===== config.mk =====
export PLATFORM = sky130hd
export DESIGN_NAME = usb_gamepad_report_tx
export DESIGN_NICKNAME = d
export VERILOG_FILES = /design/src/rtl/usb_gamepad_pkg.sv /design/src/rtl/usb_gamepad_report_pack.sv /design/src/rtl/usb_gamepad_report_tx.sv
export SDC_FILE = /design/constraint.sdc
export NUM_CORES = 1
export LEC_CHECK = 0
export ABC_CLOCK_PERIOD_IN_PS = 2650
export BUFFER_PORTS_ARGS = -buffer_cell sky130_fd_sc_hd__buf_4
export CORE_ASPECT_RATIO = 1.75
export CORE_MARGIN = 10
export CORE_UTILIZATION = 25
export CTS_CLUSTER_SIZE = 8
export DETAILED_ROUTE_END_ITERATION = 7
export GPL_TIMING_DRIVEN = 0
export PLACE_DENSITY = 0.48
export SLEW_MARGIN = 20
export SYNTH_ARGS = -nofsm -noshare
export SYNTH_HDL_FRONTEND = slang
export SYNTH_SLANG_ARGS = --single-unit

===== constraint.sdc =====
create_clock -name clk -period 2.65 [get_ports clk]
set_input_delay 0 -clock clk [delete_from_list [all_inputs] [get_ports clk]]
set_output_delay 0 -clock clk [all_outputs]
set_load 0.005 [all_outputs]

===== src/rtl/usb_gamepad_pkg.sv =====
// Shared constants and types for the USB gamepad report transmitter.
// Button bit positions, axis byte values and the transmit state enum.
package usb_gamepad_pkg;

   localparam int BTN_UP    = 0;
   localparam int BTN_DOWN  = 1;
   localparam int BTN_LEFT  = 2;
   localparam int BTN_RIGHT = 3;
   localparam int BTN_A     = 4;
   localparam int BTN_START = 11;

   localparam logic [7:0] AXIS_MIN    = 8'h00;
   localparam logic [7:0] AXIS_CENTER = 8'h80;
   localparam logic [7:0] AXIS_MAX    = 8'hFF;

   localparam int REPORT_BYTES_DEF = 8;

   typedef enum logic [1:0] {
      IDLE,
      SEND,
      WAIT_HS
   } state_e;

   // Opposing directions cancel back to the centre position.
   function automatic logic [7:0] axis_byte(input logic neg,
                                            input logic pos);
      logic [7:0] b;
      b = AXIS_CENTER;
      if (neg && !pos)
         b = AXIS_MIN;
      else if (pos && !neg)
         b = AXIS_MAX;
      return b;
   endfunction

endpackage


===== src/rtl/usb_gamepad_report_pack.sv =====
// Combinational packer: 12-bit button vector to one HID report byte.
// Byte 0 X axis, byte 1 Y axis, byte 2 buttons A..start, rest zero.
module usb_gamepad_report_pack
   import usb_gamepad_pkg::*;
#(
   parameter  int REPORT_BYTES = REPORT_BYTES_DEF,
   localparam int IW           = $clog2(REPORT_BYTES)
) (
   input  logic [11:0]   btn_i,
   input  logic [IW-1:0] idx_i,
   output logic [7:0]    byte_o
);

   // Select the report byte addressed by idx_i.
   always_comb begin
      byte_o = 8'h00;
      if (idx_i == IW'(0))
         byte_o = axis_byte(btn_i[BTN_LEFT], btn_i[BTN_RIGHT]);
      else if (idx_i == IW'(1))
         byte_o = axis_byte(btn_i[BTN_UP], btn_i[BTN_DOWN]);
      else if (idx_i == IW'(2))
         byte_o = btn_i[BTN_START:BTN_A];
   end

endmodule


===== src/rtl/usb_gamepad_report_tx.sv =====
// Interrupt-IN endpoint: sends the gamepad report or NAKs each IN token.
// Define USB_GAMEPAD_IDLE_REPORT_EN to resend unchanged reports when idle.
module usb_gamepad_report_tx
   import usb_gamepad_pkg::*;
#(
   parameter int REPORT_BYTES = REPORT_BYTES_DEF,
   parameter int IDLE_CYCLES  = 1000000
) (
   input  logic        clk,
   input  logic        reset,
   input  logic [11:0] i_btn,
   input  logic        i_in_token,
   input  logic        i_ack,
   input  logic        i_timeout,
   input  logic        i_tx_ready,
   output logic [7:0]  o_tx_data,
   output logic        o_tx_valid,
   output logic        o_tx_last,
   output logic        o_data_pid,
   output logic        o_nak
);

   localparam int IW = $clog2(REPORT_BYTES);
   localparam logic [IW-1:0] LAST_IDX = IW'(REPORT_BYTES - 1);

   if (REPORT_BYTES < 4 || IDLE_CYCLES < 1) begin : g_bad_cfg
      $error("usb_gamepad_report_tx: invalid parameters");
   end

   state_e        state_q;
   logic [11:0]   snap_q;
   logic [11:0]   sent_q;
   logic          first_q;
   logic          retry_q;
   logic [IW-1:0] idx_q;
   logic          toggle_q;
   logic          valid_q;
   logic          last_q;
   logic          nak_q;
   logic [7:0]    pk_byte;
   logic          idle_full;

   usb_gamepad_report_pack #(
      .REPORT_BYTES(REPORT_BYTES)
   ) u_pack (
      .btn_i (snap_q),
      .idx_i (idx_q),
      .byte_o(pk_byte)
   );

`ifdef USB_GAMEPAD_IDLE_REPORT_EN
   localparam int CW = $clog2(IDLE_CYCLES + 1);
   logic [CW-1:0] idle_cnt_q;

   // Idle counter: cleared by every ACK, saturates at IDLE_CYCLES.
   always_ff @(posedge clk or negedge reset) begin
      if (!reset)
         idle_cnt_q <= '0;
      else if (state_q == WAIT_HS && i_ack)
         idle_cnt_q <= '0;
      else if (idle_cnt_q != CW'(IDLE_CYCLES))
         idle_cnt_q <= idle_cnt_q + CW'(1);
   end

   assign idle_full = (idle_cnt_q == CW'(IDLE_CYCLES));
`else
   assign idle_full = 1'b0;
`endif

   // Endpoint FSM: token decision, byte streaming and handshake tracking.
   always_ff @(posedge clk or negedge reset) begin
      if (!reset) begin
         state_q  <= IDLE;
         snap_q   <= '0;
         sent_q   <= '0;
         first_q  <= 1'b1;
         retry_q  <= 1'b0;
         idx_q    <= '0;
         toggle_q <= 1'b0;
         valid_q  <= 1'b0;
         last_q   <= 1'b0;
         nak_q    <= 1'b0;
      end else begin
         nak_q <= 1'b0;
         unique case (state_q)
            IDLE: begin
               if (i_in_token) begin
                  if (retry_q) begin
                     state_q <= SEND;
                     valid_q <= 1'b1;
                     idx_q   <= '0;
                     last_q  <= 1'b0;
                  end else if (first_q || i_btn != sent_q || idle_full) begin
                     snap_q  <= i_btn;
                     state_q <= SEND;
                     valid_q <= 1'b1;
                     idx_q   <= '0;
                     last_q  <= 1'b0;
                  end else begin
                     nak_q <= 1'b1;
                  end
               end
            end
            SEND: begin
               if (i_tx_ready) begin
                  if (last_q) begin
                     state_q <= WAIT_HS;
                     valid_q <= 1'b0;
                     last_q  <= 1'b0;
                     idx_q   <= '0;
                  end else begin
                     idx_q  <= idx_q + IW'(1);
                     last_q <= (idx_q + IW'(1) == LAST_IDX);
                  end
               end
            end
            WAIT_HS: begin
               if (i_ack) begin
                  sent_q   <= snap_q;
                  first_q  <= 1'b0;
                  retry_q  <= 1'b0;
                  toggle_q <= ~toggle_q;
                  state_q  <= IDLE;
               end else if (i_timeout) begin
                  retry_q <= 1'b1;
                  state_q <= IDLE;
               end else if (i_in_token) begin
                  retry_q <= 1'b1;
                  state_q <= SEND;
                  valid_q <= 1'b1;
                  idx_q   <= '0;
                  last_q  <= 1'b0;
               end
            end
            default: begin
               state_q <= IDLE;
               valid_q <= 1'b0;
               last_q  <= 1'b0;
            end
         endcase
      end
   end

   assign o_tx_valid = valid_q;
   assign o_tx_last  = last_q;
   assign o_tx_data  = valid_q ? pk_byte : 8'h00;
   assign o_data_pid = toggle_q;
   assign o_nak      = nak_q;

endmodule


## Yosys cells after proc, flatten, opt, wreduce, memory -nomap -nowiden

Index checks and enable logic that the tools add are counted.

- Register bits after elaboration: 35
- Input port bits: 18
- Output and inout port bits: 12
- Word-level logic and storage cells: 97

- Add/subtract/negate cells: 1
- Eq/ne operators: 14
- Multiplexer cells: 50
- Bitwise operators: 2
- Reductions and logical operators: 20

Operators with widths:

| operator | number |
|---|---|
| $mux 8 | 6 |
| $mux 3 | 8 |
| $mux 1 | 22 |
| $mux 2 | 8 |
| $mux 7 | 2 |
| $reduce_and 7->1 | 2 |
| $ne 12x12->1 | 1 |
| $ne 2x2->1 const B | 6 |
| $pmux 3 s3 | 1 |
| $pmux 1 s3 | 2 |
| $pmux 2 s3 | 1 |
| $reduce_and 6->1 | 1 |
| $reduce_bool 3->1 | 2 |
| $reduce_and 5->1 | 1 |
| $logic_and 1x1->1 | 4 |
| $logic_not 1->1 | 4 |
| $ne 4x4->1 const B | 1 |
| $reduce_and 2->1 | 2 |
| $reduce_and 4->1 | 1 |
| $add 3x1->3 const B | 1 |
| $eq 3x1->1 const B | 1 |
| $eq 3x2->1 const B | 1 |
| $eq 3x3->1 const B | 1 |
| $logic_not 3->1 | 1 |
| 6 further kinds | 7 |

## Longest topological paths before layout

- Depth after elaboration: 7
- Mapped depth: 7

## Hierarchy

Synthesis repeated with hierarchy kept, for this count alone.

- Cells, all modules: 162
- Area, all modules: 1863.0 µm²

By module, submodules not included:

| module | times used | cells an instance | area an instance (µm²) | seq. area each (µm²) |
|---|---|---|---|---|
| usb_gamepad_report_tx | 1 | 138 | 1715.4 | 877.1 |
| usb_gamepad_report_pack | 1 | 24 | 147.6 | 0.0 |

## Least setup slack after synthesis

No wires, ideal clock.

- Path type: reg-to-reg
- Start: register sent_q[11]
- End: register snap_q[2]
- Data arrival time: 2.007 ns
- Data required time: 2.525 ns
- Setup slack: 0.518 ns
- Stages on the path, launching flop included: 7
- Cell sequence: dfrtp_1 > xnor2_1 > nand3_1 > or4_4 > o311ai_4 > buf_6 > mux2_4

- Cells in the longest elaborated chain, start to end: 3

Ends and longest elaborated chain:

| what | RTL line | RTL |
|---|---|---|
| from (decl) | usb_gamepad_report_tx.sv:32 | `logic [11:0] sent_q;` |
| from (signal assigned) | usb_gamepad_report_tx.sv:119 | `sent_q <= snap_q;` |
| $ne 12x12->1 | usb_gamepad_report_tx.sv:93 | `end else if (first_q \|\| i_btn != sent_q \|\| idle_full) begin` |
| $logic_or 1x1->1 | usb_gamepad_report_tx.sv:93 |  |
| $reduce_and 4->1 (no line) | n/a |  |
| to (signal assigned) | usb_gamepad_report_tx.sv:94 | `snap_q <= i_btn;` |
| to (decl) | usb_gamepad_report_tx.sv:31 | `logic [11:0] snap_q;` |

Every way passes these cells.
A chain may end at the register's enable or synchronous reset.

## Worst setup path in the final report

- Start: register sent_q[10]
- End: register snap_q[9]

Same word-level chain as after synthesis.

==> impl_metrics.py <==
metrics = {
    "place": {
        "dp_hpwl_um": 3582,
        "gp_congestion": 0.7507,
        "place_worst_setup_slack_ns": 0.2031,
        "io_buffers": 29,
    },
    "finish": {
        "num_antenna_cells": 0,
        "drive_gt1_share_pct": 29.82,
        "layout_common_cells": "dfrtp_1 (34), buf_4 (29), nand2_1 (22)",
        "final_common_cell": "dfrtp_1",
        "fillCellCount": 733,
        "finalNetCount": 239,
        "syn2layout_area_growth_pct": 33.94,
    },
    "global_route": {
        "grt_max_degree": 36,
        "groute.usage.overall_pct": 8.570,
        "grt_pass1_wl_um": 7824,
        "grt_overflow_total": 0,
        "grt_pass1_vias": 1536,
        "antenna_found_initial": 0,
    },
    "hold_path": {
        "hold_start": "i_in_token",
        "holdPathStages": 3,
        "hp-class": "in -> reg",
        "whs_endpoint": "o_nak",
    },
    "timing": {
        "layout_setup_ws_ns": 0.2039,
        "period_minus_slack_ns": 2.446,
        "finalHoldViolCount": 0,
        "fmax_mhz": 408.8,
        "tns_ns": 0,
        "min_period_over_period_pct": 92.30,
        "rsz0062_at_grt": "no",
        "clock_skew_ns": 0.004358,
        "slew-limit-headroom_pct": 59.62,
        "slew_violations": 0,
        "tightest_slew_ns": 0.6017,
        "finalSetupViolations": 0,
    },
    "cts": {
        "clockBufferDepth": 2,
        "cts_tree": "built",
        "cts_num_sinks": 35,
        "cts.repair.resized": 0,
        "clkTransAtPathRegs_ns": 0.05,
        "htree_levels": 2,
        "cts-root-buf": "clkbuf_16",
        "cts_inserted_buffers": 5,
        "clk_latency_ns": 0.28,
    },
    "logic_synthesis": {
        "yosys.cell_types.count": 36,
        "synthCells": 168,
        "synth_area_um2": 1854,
        "synth_nets": 190,
        "synth.area.top_cells": "dfrtp_1 (46%), mux2_2 (9.1%), mux2_4 (6.5%)",
        "yosys.area.top_type": "dfrtp_1",
        "synth_ff_type": "dfrtp_1",
        "synth.top_cell.area_share_pct": 45.88,
        "synth_edf_count": 0,
        "postSynthAreaPerCell_um2": 11.04,
        "ys_seq_area_share_pct": 47.30,
        "synth_seq_cells": 35,
        "async_reset_ff_share_pct": 100.0,
        "yosysWarningCount": 0,
    },
    "critical_path": {
        "reg2reg_to": "snap_q[9]",
        "crit_type": "reg -> reg",
        "worst_ep_required_time_ns": 2.81,
        "rr_startpoint": "sent_q[10]",
        "reg2reg_depth": 6,
        "cp_data_arrival_time_ns": 2.60,
        "crit_family": "simple AND/OR/NAND/NOR gates",
        "start_kind": "register",
        "rrSetupSlack_ns": 0.20,
        "crit_start": "sent_q[10]",
        "crit_chain": "xnor2_1, nand3_1, or4_4, o311ai_4, buf_6, mux2_4",
        "path_buf_inv": 1,
        "cp_max_fo": 10,
        "crit_path_max_incr_delay_ns": 0.59,
        "slowest_stage": "or4_4",
        "cp_num_cells": 6,
        "cp-end-kind": "register",
    },
    "routing": {
        "num_vias": 1388,
        "viasPerCell": 4.566,
        "firstDrtPassIters": 4,
        "drt_iter0_drc": 48,
        "wl_um": 4691,
        "drc": 0,
        "wire_per_inst_um": 15.43,
        "ant_nets": 0,
    },
    "run_status": {
        "status": "complete, no violations",
    },
    "die": {
        "dieArea_um2": 11400,
        "start_util_pct": 25.64,
        "core-area_um2": 7233,
        "io_pins": 30,
        "die_h_um": 133.9,
        "rows": 41,
        "fp.dieW_um": 85.10,
    },
    "power_and_ir_drop": {
        "leakage_nw": 1.214,
        "p_per_area_nw_per_um2": 1147,
        "p_total_mw": 2.849,
        "vdd_drop_max_v": 0.0003031,
    },
    "run": {
        "maxCapViolCount": 0,
    },
}
[power breakdown]
group | switching [mW] | internal (mW) | total [mW] | leakage, nW
Sequential | 0.213 | 0.776 | 0.990 | 0.443
Clock | 0.215 | 0.467 | 0.682 | 0.0868
Combinational | 0.533 | 0.644 | 1.18 | 0.684
[layer usage]
layer	vias up	part of all wire, %	GRT usage (%)	wire [µm]
met5	-	0	0	0
met4	0	2.2	4.136	102
met3	6	3.8	2.122	179
met2	26	54	15.59	2543
met1	667	40	8.734	1866
li1	689	-	-	-
[registers in the layout, indices dropped and copies added (netlist names)]
signal and count:
retry_q 1, o_tx_last 1, snap_q 12, o_tx_valid 1, o_nak 1, idx_q 3
state_q 2, first_q 1, sent_q 12, o_data_pid 1
[cells by family (layout without fill, tap and decap cells)]
group | count (synthesis) | in the layout | synth area share, %
DFF | 35 | 35 | 47.30
muxes | 25 | 25 | 16.73
buffers and inverters | 13 | 63 | 3.037
and+or+nand+nor | 43 | 43 | 11.61
AOI/OAI and AO/OA | 39 | 39 | 14.37
xor gates and xnor gates | 9 | 9 | 4.251
adders and majority gates | 4 | 4 | 2.699
[worst max path at each step]
stage	endpoint	slack, ns
2_1_floorplan	snap_q[2]	0.52
3_3_place_gp	snap_q[5]	0.17
3_5_place_dp	snap_q[9]	0.20
4_1_cts	snap_q[9]	0.17
5_1_grt	snap_q[9]	0.12
6_report	snap_q[9]	0.20
[worst reg2reg max path: cells and delay by family, from the launching register on]
| kind | cells | cell delay (ns) |
|---|---|---|
| flops | 1 | 0.39 |
| compound gates | 1 | 0.44 |
| buf+inv | 1 | 0.24 |
| xor+xnor | 1 | 0.21 |
| simple gates | 2 | 0.73 |
| mux | 1 | 0.32 |
[area by class of cell]
class	instances	area [µm²]	area share, %
clock buffer	6	138.9	5.592
buffer	3	18.77	0.7557
multi-input combinational	120	920.9	37.08
inverter	10	37.54	1.511
timing repair buffer	42	347.8	14.01
tap	86	107.6	4.332
sequential	35	877.1	35.31
clock inverter	2	35.03	1.411
[per-stage QoR]
step	cell area (µm²)	util (%)	hold slack [ns]	std cells
after floorplan	1854	-	-0.2956	168
after global placement	2180	30.13	-0.002975	283
after detailed placement	2180	30.13	-0.005694	283
after CTS	2484	34.34	0.002378	304
after global routing	2484	34.34	0.02466	304
final	2484	34.34	0.006456	304
[synthesized netlist by cell type, drive strengths merged, types with 3 or more instances]
cell   count
a21o       7
a21oi     12
dfrtp     34
ha         4
inv       10
mux2      24
nand2     22
nor2       4
nor2b      6
nor3       3
o21ai      6
o22ai      3
o31ai      3
xnor2      9
[repair_timing]
| action | CTS | global route |
|---|---|---|
| hold buffers | 13 | 0 |
| setup buffers | 0 | 0 |
| hold endpoints to repair | 46 | 0 |
Power figures use the tool's default switching activity.
